## config.mk

```make
export PLATFORM = sky130hd
export DESIGN_NAME = cpu_sequencer_flat
export DESIGN_NICKNAME = d
export VERILOG_FILES = /design/src/rtl/cpu_sequencer_if.sv /design/src/rtl/cpu_sequencer.sv /design/src/flat_wrapper.sv
export SDC_FILE = /design/constraint.sdc
export NUM_CORES = 1
export LEC_CHECK = 0
export ABC_AREA = 0
export BUFFER_PORTS_ARGS = -buffer_cell sky130_fd_sc_hd__clkbuf_2
export CORE_MARGIN = 5
export CORE_UTILIZATION = 40
export CTS_CLUSTER_DIAMETER = 40
export CTS_CLUSTER_SIZE = 25
export DETAILED_ROUTE_END_ITERATION = 7
export GPL_TIMING_DRIVEN = 0
export PLACE_DENSITY = 0.65
export RECOVER_POWER = 100
export REMOVE_ABC_BUFFERS = 1
export SETUP_SLACK_MARGIN = 0.1
export SLEW_MARGIN = 20
export SYNTH_ARGS = -nofsm -noshare
export SYNTH_HDL_FRONTEND = slang
export SYNTH_SLANG_ARGS = --single-unit
```

## constraint.sdc

```tcl
create_clock -name clk -period 4.77 [get_ports clk]
set_input_delay 0.477 -clock clk [delete_from_list [all_inputs] [get_ports clk]]
set_output_delay 0.477 -clock clk [all_outputs]
set_load 0.005 [all_outputs]
```

## src/rtl/cpu_sequencer_if.sv

```systemverilog
// ---------------------------------------------------------------------------
// cpu_sequencer_if
//   Bundles the fetch handshake and the datapath control strobes of the
//   stack-machine sequencer.
//
//   master : the sequencer. Consumes instr/instr_valid and drives
//            instr_ready, isr and every control strobe.
//   slave  : instruction source plus datapath. Drives instr/instr_valid and
//            observes everything else.
//
//   Signals
//     instr        IW  instruction word from the instruction source
//     instr_valid   1  instr is valid this cycle
//     instr_ready   1  sequencer accepts instr this cycle
//     isr          IW  instruction register, to the datapath
//     regw          1  register-bank write enable
//     sflag         1  status-flag update enable
//     memw          1  stack memory write enable
//     memin         2  memory data select: 0 reg x, 1 PC, 2 sign-extended offset
//     spi           2  SP control: 0 hold, 1 +1, 2 -1
//     pcin          1  PC source: 0 memory top, 1 increment path
//     pci           1  increment path: 0 PC+1, 1 PC+1+offset when cc
//     pcw           1  PC load enable
//     done          1  pulse on the final cycle of each instruction
//     halted        1  high while halted
// ---------------------------------------------------------------------------
interface cpu_sequencer_if #(
  parameter int IW = 16
);
  logic [IW-1:0] instr;
  logic          instr_valid;
  logic          instr_ready;
  logic [IW-1:0] isr;
  logic          regw;
  logic          sflag;
  logic          memw;
  logic [1:0]    memin;
  logic [1:0]    spi;
  logic          pcin;
  logic          pci;
  logic          pcw;
  logic          done;
  logic          halted;

  modport master (
    input  instr, instr_valid,
    output instr_ready, isr, regw, sflag, memw, memin, spi,
           pcin, pci, pcw, done, halted
  );

  modport slave (
    output instr, instr_valid,
    input  instr_ready, isr, regw, sflag, memw, memin, spi,
           pcin, pci, pcw, done, halted
  );
endinterface

```

## src/rtl/cpu_sequencer.sv

```systemverilog
// ---------------------------------------------------------------------------
// cpu_sequencer
//   Multi-cycle control unit for the 16-bit stack-machine datapath. Accepts
//   one instruction at a time over a valid/ready handshake, latches it in the
//   instruction register (isr) and walks it through a small FSM that emits
//   the datapath strobes. The stack lives in memory addressed only by SP and
//   grows downward, so a push decrements SP one cycle before the write.
//
//   Ports
//     clk    in   rising-edge clock
//     reset  in   synchronous, active-high reset
//     bus    master modport of cpu_sequencer_if (handshake, isr, strobes)
//
//   Opcode layout (top nibble of isr)
//     [15:14] class : 00 ALU, 01 stack, 10 control, 11 branch
//     [13:12] sub   : stack   00 PUSHR 01 PUSHI 10 POP 11 NOP
//                     control 00 NOP   01 CALL  10 RET 11 HALT
//   The low OFFW bits carry the branch/immediate offset; the datapath does
//   the sign extension and the cc evaluation, the sequencer never looks at
//   the offset itself.
// ---------------------------------------------------------------------------
module cpu_sequencer #(
  parameter int IW   = 16,
  parameter int OFFW = 12
) (
  input  logic            clk,
  input  logic            reset,
  cpu_sequencer_if.master bus
);

  // The class/sub nibble must sit above the offset field.
  if (IW < 4 || OFFW > IW - 4) begin : g_bad_field_layout
    $error("cpu_sequencer: OFFW=%0d does not fit below the opcode nibble of IW=%0d", OFFW, IW);
  end

  typedef enum logic [3:0] {
    S_FETCH,
    S_EXEC,
    S_PUSH_DEC,
    S_PUSH_WR,
    S_CALL_DEC,
    S_CALL_WR,
    S_RET_LD,
    S_RET_POP,
    S_HALT
  } state_t;

  typedef struct packed {
    logic       ready;
    logic       regw;
    logic       sflag;
    logic       memw;
    logic [1:0] memin;
    logic [1:0] spi;
    logic       pcin;
    logic       pci;
    logic       pcw;
    logic       done;
    logic       halted;
  } ctrl_t;

  localparam logic [1:0] CLS_ALU = 2'b00;
  localparam logic [1:0] CLS_STK = 2'b01;
  localparam logic [1:0] CLS_CTL = 2'b10;
  localparam logic [1:0] CLS_BR  = 2'b11;

  localparam logic [1:0] STK_PUSHR = 2'b00;
  localparam logic [1:0] STK_PUSHI = 2'b01;
  localparam logic [1:0] STK_POP   = 2'b10;

  localparam logic [1:0] CTL_CALL = 2'b01;
  localparam logic [1:0] CTL_RET  = 2'b10;
  localparam logic [1:0] CTL_HALT = 2'b11;

  localparam logic [1:0] SP_HOLD = 2'd0;
  localparam logic [1:0] SP_INC  = 2'd1;
  localparam logic [1:0] SP_DEC  = 2'd2;

  localparam logic [1:0] MEMIN_REG = 2'd0;
  localparam logic [1:0] MEMIN_PC  = 2'd1;
  localparam logic [1:0] MEMIN_OFF = 2'd2;

  state_t        state;
  state_t        state_n;
  logic [IW-1:0] ir;
  logic [IW-1:0] ir_n;
  ctrl_t         ctrl;

  // First state after FETCH, chosen from the freshly accepted opcode nibble.
  function automatic state_t dispatch(input logic [3:0] op);
    state_t s;
    s = S_EXEC;
    case (op[3:2])
      CLS_STK: begin
        if (op[1:0] == STK_PUSHR || op[1:0] == STK_PUSHI) s = S_PUSH_DEC;
      end
      CLS_CTL: begin
        case (op[1:0])
          CTL_CALL: s = S_CALL_DEC;
          CTL_RET:  s = S_RET_LD;
          CTL_HALT: s = S_HALT;
          default:  s = S_EXEC;
        endcase
      end
      default: s = S_EXEC;
    endcase
    return s;
  endfunction

  // Strobes for a given state and opcode nibble; anything not set stays 0.
  function automatic ctrl_t decode(input state_t s, input logic [3:0] op);
    ctrl_t c;
    c       = '0;
    c.spi   = SP_HOLD;
    c.memin = MEMIN_REG;
    case (s)
      S_FETCH: c.ready = 1'b1;

      S_EXEC: begin
        c.done = 1'b1;
        c.pcw  = 1'b1;
        c.pcin = 1'b1;
        case (op[3:2])
          CLS_ALU: begin
            c.regw  = 1'b1;
            c.sflag = 1'b1;
          end
          CLS_STK: begin
            if (op[1:0] == STK_POP) c.spi = SP_INC;
          end
          // Relative jump; the datapath forces cc for this class.
          CLS_BR:  c.pci = 1'b1;
          default: ;
        endcase
      end

      // SP moves first so the write lands in the new top slot.
      S_PUSH_DEC: c.spi = SP_DEC;

      S_PUSH_WR: begin
        c.memw  = 1'b1;
        c.memin = (op[1:0] == STK_PUSHI) ? MEMIN_OFF : MEMIN_REG;
        c.pcw   = 1'b1;
        c.pcin  = 1'b1;
        c.done  = 1'b1;
      end

      S_CALL_DEC: c.spi = SP_DEC;

      // PC still holds the CALL address here, which is what gets stacked,
      // while the same edge loads the branch target.
      S_CALL_WR: begin
        c.memw  = 1'b1;
        c.memin = MEMIN_PC;
        c.pcw   = 1'b1;
        c.pcin  = 1'b1;
        c.pci   = 1'b1;
        c.done  = 1'b1;
      end

      // Restore the stacked CALL address, then step past it while popping.
      S_RET_LD: c.pcw = 1'b1;

      S_RET_POP: begin
        c.spi  = SP_INC;
        c.pcw  = 1'b1;
        c.pcin = 1'b1;
        c.done = 1'b1;
      end

      S_HALT:  c.halted = 1'b1;
      default: ;
    endcase
    return c;
  endfunction

  always_comb begin
    state_n = state;
    ir_n    = ir;
    case (state)
      S_FETCH: begin
        if (bus.instr_valid) begin
          ir_n    = bus.instr;
          state_n = dispatch(bus.instr[IW-1 -: 4]);
        end
      end
      S_EXEC:     state_n = S_FETCH;
      S_PUSH_DEC: state_n = S_PUSH_WR;
      S_PUSH_WR:  state_n = S_FETCH;
      S_CALL_DEC: state_n = S_CALL_WR;
      S_CALL_WR:  state_n = S_FETCH;
      S_RET_LD:   state_n = S_RET_POP;
      S_RET_POP:  state_n = S_FETCH;
      S_HALT:     state_n = S_HALT;
      default:    state_n = S_FETCH;
    endcase
  end

  // Strobes are registered from the next state and next IR, so each output
  // is a pure function of the current (state, IR) pair without any
  // combinational path from the handshake inputs.
  always_ff @(posedge clk) begin
    if (reset) begin
      state <= S_FETCH;
      ir    <= '0;
      ctrl  <= decode(S_FETCH, 4'h0);
    end else begin
      state <= state_n;
      ir    <= ir_n;
      ctrl  <= decode(state_n, ir_n[IW-1 -: 4]);
    end
  end

  assign bus.instr_ready = ctrl.ready;
  assign bus.isr         = ir;
  assign bus.regw        = ctrl.regw;
  assign bus.sflag       = ctrl.sflag;
  assign bus.memw        = ctrl.memw;
  assign bus.memin       = ctrl.memin;
  assign bus.spi         = ctrl.spi;
  assign bus.pcin        = ctrl.pcin;
  assign bus.pci         = ctrl.pci;
  assign bus.pcw         = ctrl.pcw;
  assign bus.done        = ctrl.done;
  assign bus.halted      = ctrl.halted;

endmodule

```

## src/flat_wrapper.sv

```systemverilog
// flat-port wrapper written by rule: the top's interface ports become plain ports
module cpu_sequencer_flat 
#(
  parameter int IW   = 16,
  parameter int OFFW = 12
)
  (clk, reset, bus_instr, bus_instr_valid, bus_instr_ready, bus_isr, bus_regw, bus_sflag, bus_memw, bus_memin, bus_spi, bus_pcin, bus_pci, bus_pcw, bus_done, bus_halted);
  cpu_sequencer_if #(.IW(IW)) bus_i ();
  input  logic clk;
  input  logic reset;
  input wire logic [$bits(bus_i.instr)-1:0] bus_instr;
  input wire logic [$bits(bus_i.instr_valid)-1:0] bus_instr_valid;
  output wire logic [$bits(bus_i.instr_ready)-1:0] bus_instr_ready;
  output wire logic [$bits(bus_i.isr)-1:0] bus_isr;
  output wire logic [$bits(bus_i.regw)-1:0] bus_regw;
  output wire logic [$bits(bus_i.sflag)-1:0] bus_sflag;
  output wire logic [$bits(bus_i.memw)-1:0] bus_memw;
  output wire logic [$bits(bus_i.memin)-1:0] bus_memin;
  output wire logic [$bits(bus_i.spi)-1:0] bus_spi;
  output wire logic [$bits(bus_i.pcin)-1:0] bus_pcin;
  output wire logic [$bits(bus_i.pci)-1:0] bus_pci;
  output wire logic [$bits(bus_i.pcw)-1:0] bus_pcw;
  output wire logic [$bits(bus_i.done)-1:0] bus_done;
  output wire logic [$bits(bus_i.halted)-1:0] bus_halted;
  assign bus_i.instr = bus_instr;
  assign bus_i.instr_valid = bus_instr_valid;
  assign bus_instr_ready = bus_i.instr_ready;
  assign bus_isr = bus_i.isr;
  assign bus_regw = bus_i.regw;
  assign bus_sflag = bus_i.sflag;
  assign bus_memw = bus_i.memw;
  assign bus_memin = bus_i.memin;
  assign bus_spi = bus_i.spi;
  assign bus_pcin = bus_i.pcin;
  assign bus_pci = bus_i.pci;
  assign bus_pcw = bus_i.pcw;
  assign bus_done = bus_i.done;
  assign bus_halted = bus_i.halted;
  cpu_sequencer #(.IW(IW), .OFFW(OFFW)) u_core (.clk(clk), .reset(reset), .bus(bus_i));
endmodule
```

* Word level (Yosys, flattened, before mapping)
Index checks and enable logic that the tools add are counted.
** Cells by class
- Eq/ne operators :: 21
- Multiplexer cells :: 19
- Bitwise operators :: 1
- Reduce and logical (&&, ||, !) cells :: 10
** Operator list (count)
- 16-bit 2-to-1 mux :: 2
- 4-bit by 3-bit equality test with 1-bit output, second input constant :: 6
- 4-bit case mux with 5 select lines :: 1
- 4-bit by 2-bit equality test with 1-bit output, second input constant :: 3
- 4-bit case mux with 3 select lines :: 1
- 2-bit equality test, second input constant :: 5
- 2-bit by 1-bit equality test with 1-bit output, second input constant :: 4
- 4-bit equality test, second input constant :: 2
- 4-bit zero test :: 2
- 4-bit case mux with 2 select lines :: 1
- 1-bit 2-to-1 mux :: 7
- 2-bit 2-to-1 mux :: 3
- 2-bit case mux with 3 select lines :: 1
- 3-bit case mux with 2 select lines :: 1
- 5-bit OR reduction :: 1
- 4-bit by 1-bit equality test with 1-bit output, second input constant :: 1
- 2-bit zero test :: 2
- 4-bit 2-to-1 mux :: 1
- 2-bit OR reduction :: 2
- 4-bit OR reduction :: 1
- 1-bit case mux with 2 select lines :: 1
- 2-bit AND reduction :: 1
- 1-bit logical OR :: 1
- 1-bit inverter :: 1
** Word-level totals
- Flip-flop bits (word level) :: 32
- Input bits :: 19
- Output and inout bits :: 29
- Word-level logic and storage cells :: 64

* Depth between registers and ports, before layout
- Depth in word-level cells :: 9
- Depth in mapped cells :: 6
- Gate-level depth less buffers :: 6

* Worst setup path before layout
No wires, ideal clock.
- Path type :: input to register
- Start point :: in bus_instr[14]
- End point :: reg u_core.ctrl, in the netlist u_core.bus.memw
- Library setup time :: 86 ps
- Data arrival time :: 1902 ps
- Required time :: 4684 ps
- Setup slack :: 2782 ps
- Stages :: 6
- Path buffers :: 0
- Cell sequence :: inv_1 -> ha_1 -> nand4b_4 -> o21ba_1 -> or4b_4 -> a211oi_1
** On the way
- Cells in the longest elaborated chain, start to end :: 6
- Elaborated cells between the ends (all ways) :: 8
- Classes of those cells :: eq/ne: 4; mux: 4
** Ends and longest elaborated chain
- from (decl) :: line flat_wrapper.sv:11 : input wire logic [$bits(bus_i.instr)-1:0] bus_instr;
- 2-bit equality test or 2-bit by 1-bit equality test with 1-bit output (tied branches) :: line cpu_sequencer.sv:93 : case (op[3:2])
- 4-bit case mux with 2 select lines (*) :: line cpu_sequencer.sv:93
- 4-bit 2-to-1 mux (*) :: line cpu_sequencer.sv:182 : if (bus.instr_valid) begin
- 4-bit case mux with 5 select lines (*) :: line cpu_sequencer.sv:180 : case (state)
- 4-bit by 3-bit equality test with 1-bit output or 4-bit by 2-bit equality test with 1-bit output (tied branches) :: line cpu_sequencer.sv:116 : case (s)
- 3-bit case mux with 2 select lines (*) :: line cpu_sequencer.sv:116
- to (signal assigned) :: line cpu_sequencer.sv:206 : ctrl <= decode(S_FETCH, 4'h0);
- to (signal assigned) :: line cpu_sequencer.sv:210 : ctrl <= decode(state_n, ir_n[IW-1 -: 4]);
- to (decl) :: line cpu_sequencer.sv:87 : ctrl_t ctrl;
Mark *: on every way between the ends. The rest lies on a longest branch, timed or not.
A chain may end at the register's enable or synchronous reset.

* Worst setup path after layout
- Start point :: in bus_instr[14]
- End point :: reg u_core.ctrl, in the netlist u_core.bus.instr_ready
** On the way
- Cells in the longest elaborated chain, start to end :: 6
- Elaborated cells between the ends (all ways) :: 7
- Classes of those cells :: eq/ne: 2; mux: 4; reduce/logical: 1
** Ends and longest elaborated chain (line)
- 2-bit equality test or 2-bit by 1-bit equality test with 1-bit output (tied branches) :: cpu_sequencer.sv:93
- 4-bit case mux with 2 select lines (*) :: cpu_sequencer.sv:93
- 4-bit 2-to-1 mux (*) :: cpu_sequencer.sv:182
- 4-bit case mux with 5 select lines (*) :: cpu_sequencer.sv:180
- 4-bit zero test (*) :: cpu_sequencer.sv:116
- 1-bit 2-to-1 mux (*) :: cpu_sequencer.sv:116
Marks and branches as above.

==> flow_metrics.tcl <==
set metrics [dict create \
    place_area_um2 1663 \
    cts_hold_buf 0 \
    clockPowerShare_pct 31.3 \
    dr.pass1.iters 4 \
    synth_top_area_share_pct 43.74 \
    grt_max_degree 23 \
    multi_input_comb_area_um2 689.4 \
    clk_latency_ns 0.31 \
    syn_area_um2 1419 \
    finish.utilization_pct 49.10 \
    finish.net_count 232 \
    gr-total-overflow 0 \
    start_util_pct 41.86 \
    tightest_slew_ns 1.180 \
    p_seq_share_pct 53.2 \
    syn_to_final_growth_pct 17.28 \
    crit_arrival_ns 2.81 \
    fillers 331 \
    yosys.cell_count.top_type "nand2_1" \
    drv_cap 0 \
    wl_mm 3.214 \
    tns_ns 0 \
    dp_hpwl_mm 2.522 \
    finalCriticalPeriod_ns 2.605 \
    synth_common_cells "36 x nand2_1, 31 x dfxtp_1, 23 x a21oi_1, 8 x nor2_1" \
    yosys-top-cells-area "dfxtp_1 44%, nand2_1 9.5%, a21oi_1 8.1%" \
    synth_cell_types 36 \
    slew_headroom_pct 19.32 \
    synth_area_per_cell_um2 8.813 \
    muxShareOfSynthArea_pct 0.7055 \
    cts_tree "yes" \
    ys.flop_type "dfxtp_1" \
    regArea_um2 620.6 \
    fin_hold_ws_ns 0.3741 \
    core_area_um2 3390 \
    yosys.area.top_type "dfxtp_1" \
    via_per_inst 5.083 \
    numCtsBuffers 5 \
    critPathLaunchType "input pin" \
    seq_area_frac_synth_pct 43.74 \
    avgRoutedWirePerCell_um 12.65 \
    yosysWarningCount 0 \
    rsz0062_at_grt "no" \
    cp-startpoint "bus_instr[14]" \
    min_from "bus_instr[6]" \
    grt_util_all_layers_pct 13.54 \
    dieArea_um2 4838 \
    grt_pass1_vias 1217 \
    path_class "in -> reg" \
    fp-row-count 21 \
    peakVddDrop_uv 186.5 \
    yosys.area_share.simple_pct 24.69 \
    pwr-share-comb_pct 15.5 \
    vias 1291 \
    synthArstFlopShare_pct 0 \
    p_int_mw 0.3935 \
    switching_share_pct 26.07 \
    hp-class "in -> reg" \
    synth_fa_ha_area_share_pct 5.291 \
    synth_edf_count 0 \
    synth_top_family_by_area "simple AND/OR/NAND/NOR gates" \
    end_kind "flip-flop" \
    grt_first_pass_wirelength_mm 5.368 \
    drive_gt1_share_pct 17.31 \
    pin_count 48 \
    synth_cells 161 \
    power.density_nw_per_um2 319.8 \
    fmax_mhz 383.9 \
    timing.rr.start "u_core.state[2]" \
    synth-xor-area-share_pct 0 \
    power_leakage_nw 0.7001 \
    clk_pin_slew_ns 0.09 \
    final_area_um2 1664 \
    cts_resized 0 \
    die_y_um 69.56 \
    cts-root-buf "clkbuf_4" \
    setup_viol 0 \
    post-route-period-util_pct 54.61 \
    antenna_cells 0 \
    htree_levels 2 \
    ys_ff_latch 31 \
    cts_sinks 31 \
    io_buffers 47 \
    slew_viol_final 0 \
    postCtsSetupRepairBufs 0 \
    antenna_found_initial 0 \
    crit_path_max_fanout 5 \
    hold_violations 0 \
    p_sw_mw 0.1387 \
    ant_nets 0 \
    synth_compound_area_share_pct 20.81 \
    outcome "completed" \
    fp.dieW_um 69.56 \
    dr.first_iter.drc_count 62 \
    crit_required_ns 4.98 \
    drc 0 \
    skew_ns 0.005642 \
    place.gp.congestion 0.8365 \
    cts_buffer_depth 2 \
]
## power groups by stage
stage	registers [mW]	logic, mW	clock network [mW]
floorplan	0.290	0.0508	0
global placement	0.288	0.0883	0
detailed placement	0.289	0.0900	0
CTS	0.283	0.0905	0.174
global route	0.285	0.0940	0.187
finish	0.283	0.0825	0.167
## cell type report
type | instances | area share (%)
Multi-Input combinational cell | 117 | 41.43
Sequential cell | 31 | 37.29
Timing Repair Buffer | 47 | 12.56
Clock buffer | 8 | 4.135
Tap cell | 46 | 3.459
Inverter | 5 | 1.128
## cells by family (layout without fill, tap and decap cells)
logic type,count (synthesis),count (layout)
mux,1,1
fa+ha+maj,6,6
flops,31,31
compound gates,45,45
simple gates,65,65
buf+inv,13,60
## cells in the final DEF (no fill, tap or decap), types with 5 or more instances in the layout
master    synthesis  routed
dfxtp_1          31      31
nor2_1            8       9
nand2_1          36      36
clkbuf_1          3      22
a21oi_1          23      23
a211oi_1          6       6
ha_1              6       6
inv_1             5       5
clkbuf_4          1       5
clkbuf_2          0      26
## state kept, by name (all words and copies together) (netlist names), 2 cells and up
signal / flops
u_core.bus.isr: 16
u_core.bus.memin: 2
u_core.bus.spi: 2
u_core.state: 4
## per-layer routing
metal	up-vias	wire, um	part of all wire (%)	track usage [%]
li1	660	-	-	-
met1	598	1378	43	15.11
met2	31	1621	50	23.41
met3	2	196	6.1	5.072
met4	0	17	0.53	4.772
met5	-	0	0	0
## worst paths after layout
| check | end | slack [ns] | cells after the start |
|---|---|---|---|
| worst max-delay path | u_core.bus.instr_ready | 2.17 | 6 |
| worst min-delay path | u_core.bus.isr[6] | 0.37 | 3 |
| worst max register to register | u_core.bus.instr_ready | 2.47 | 3 |
| worst min register to register | u_core.bus.isr[6] | 0.46 | 2 |
## worst max-delay path, stage by stage
cell,delay (ns)
clkbuf_1,0.15
inv_1,0.10
ha_1,0.35
a2111oi_0,0.94
o21ai_0,0.45
a41o_1,0.35
## metrics by stage
step	power [mW]	setup slack (ns)	cells
2_1_floorplan	0.3405	2.782	153
3_3_place_gp	0.3766	2.560	246
3_5_place_dp	0.3793	2.496	246
4_1_cts	0.5477	2.842	254
5_1_grt	0.5658	1.955	254
6_report	0.5322	2.165	254
Power figures use the tool's default switching activity.
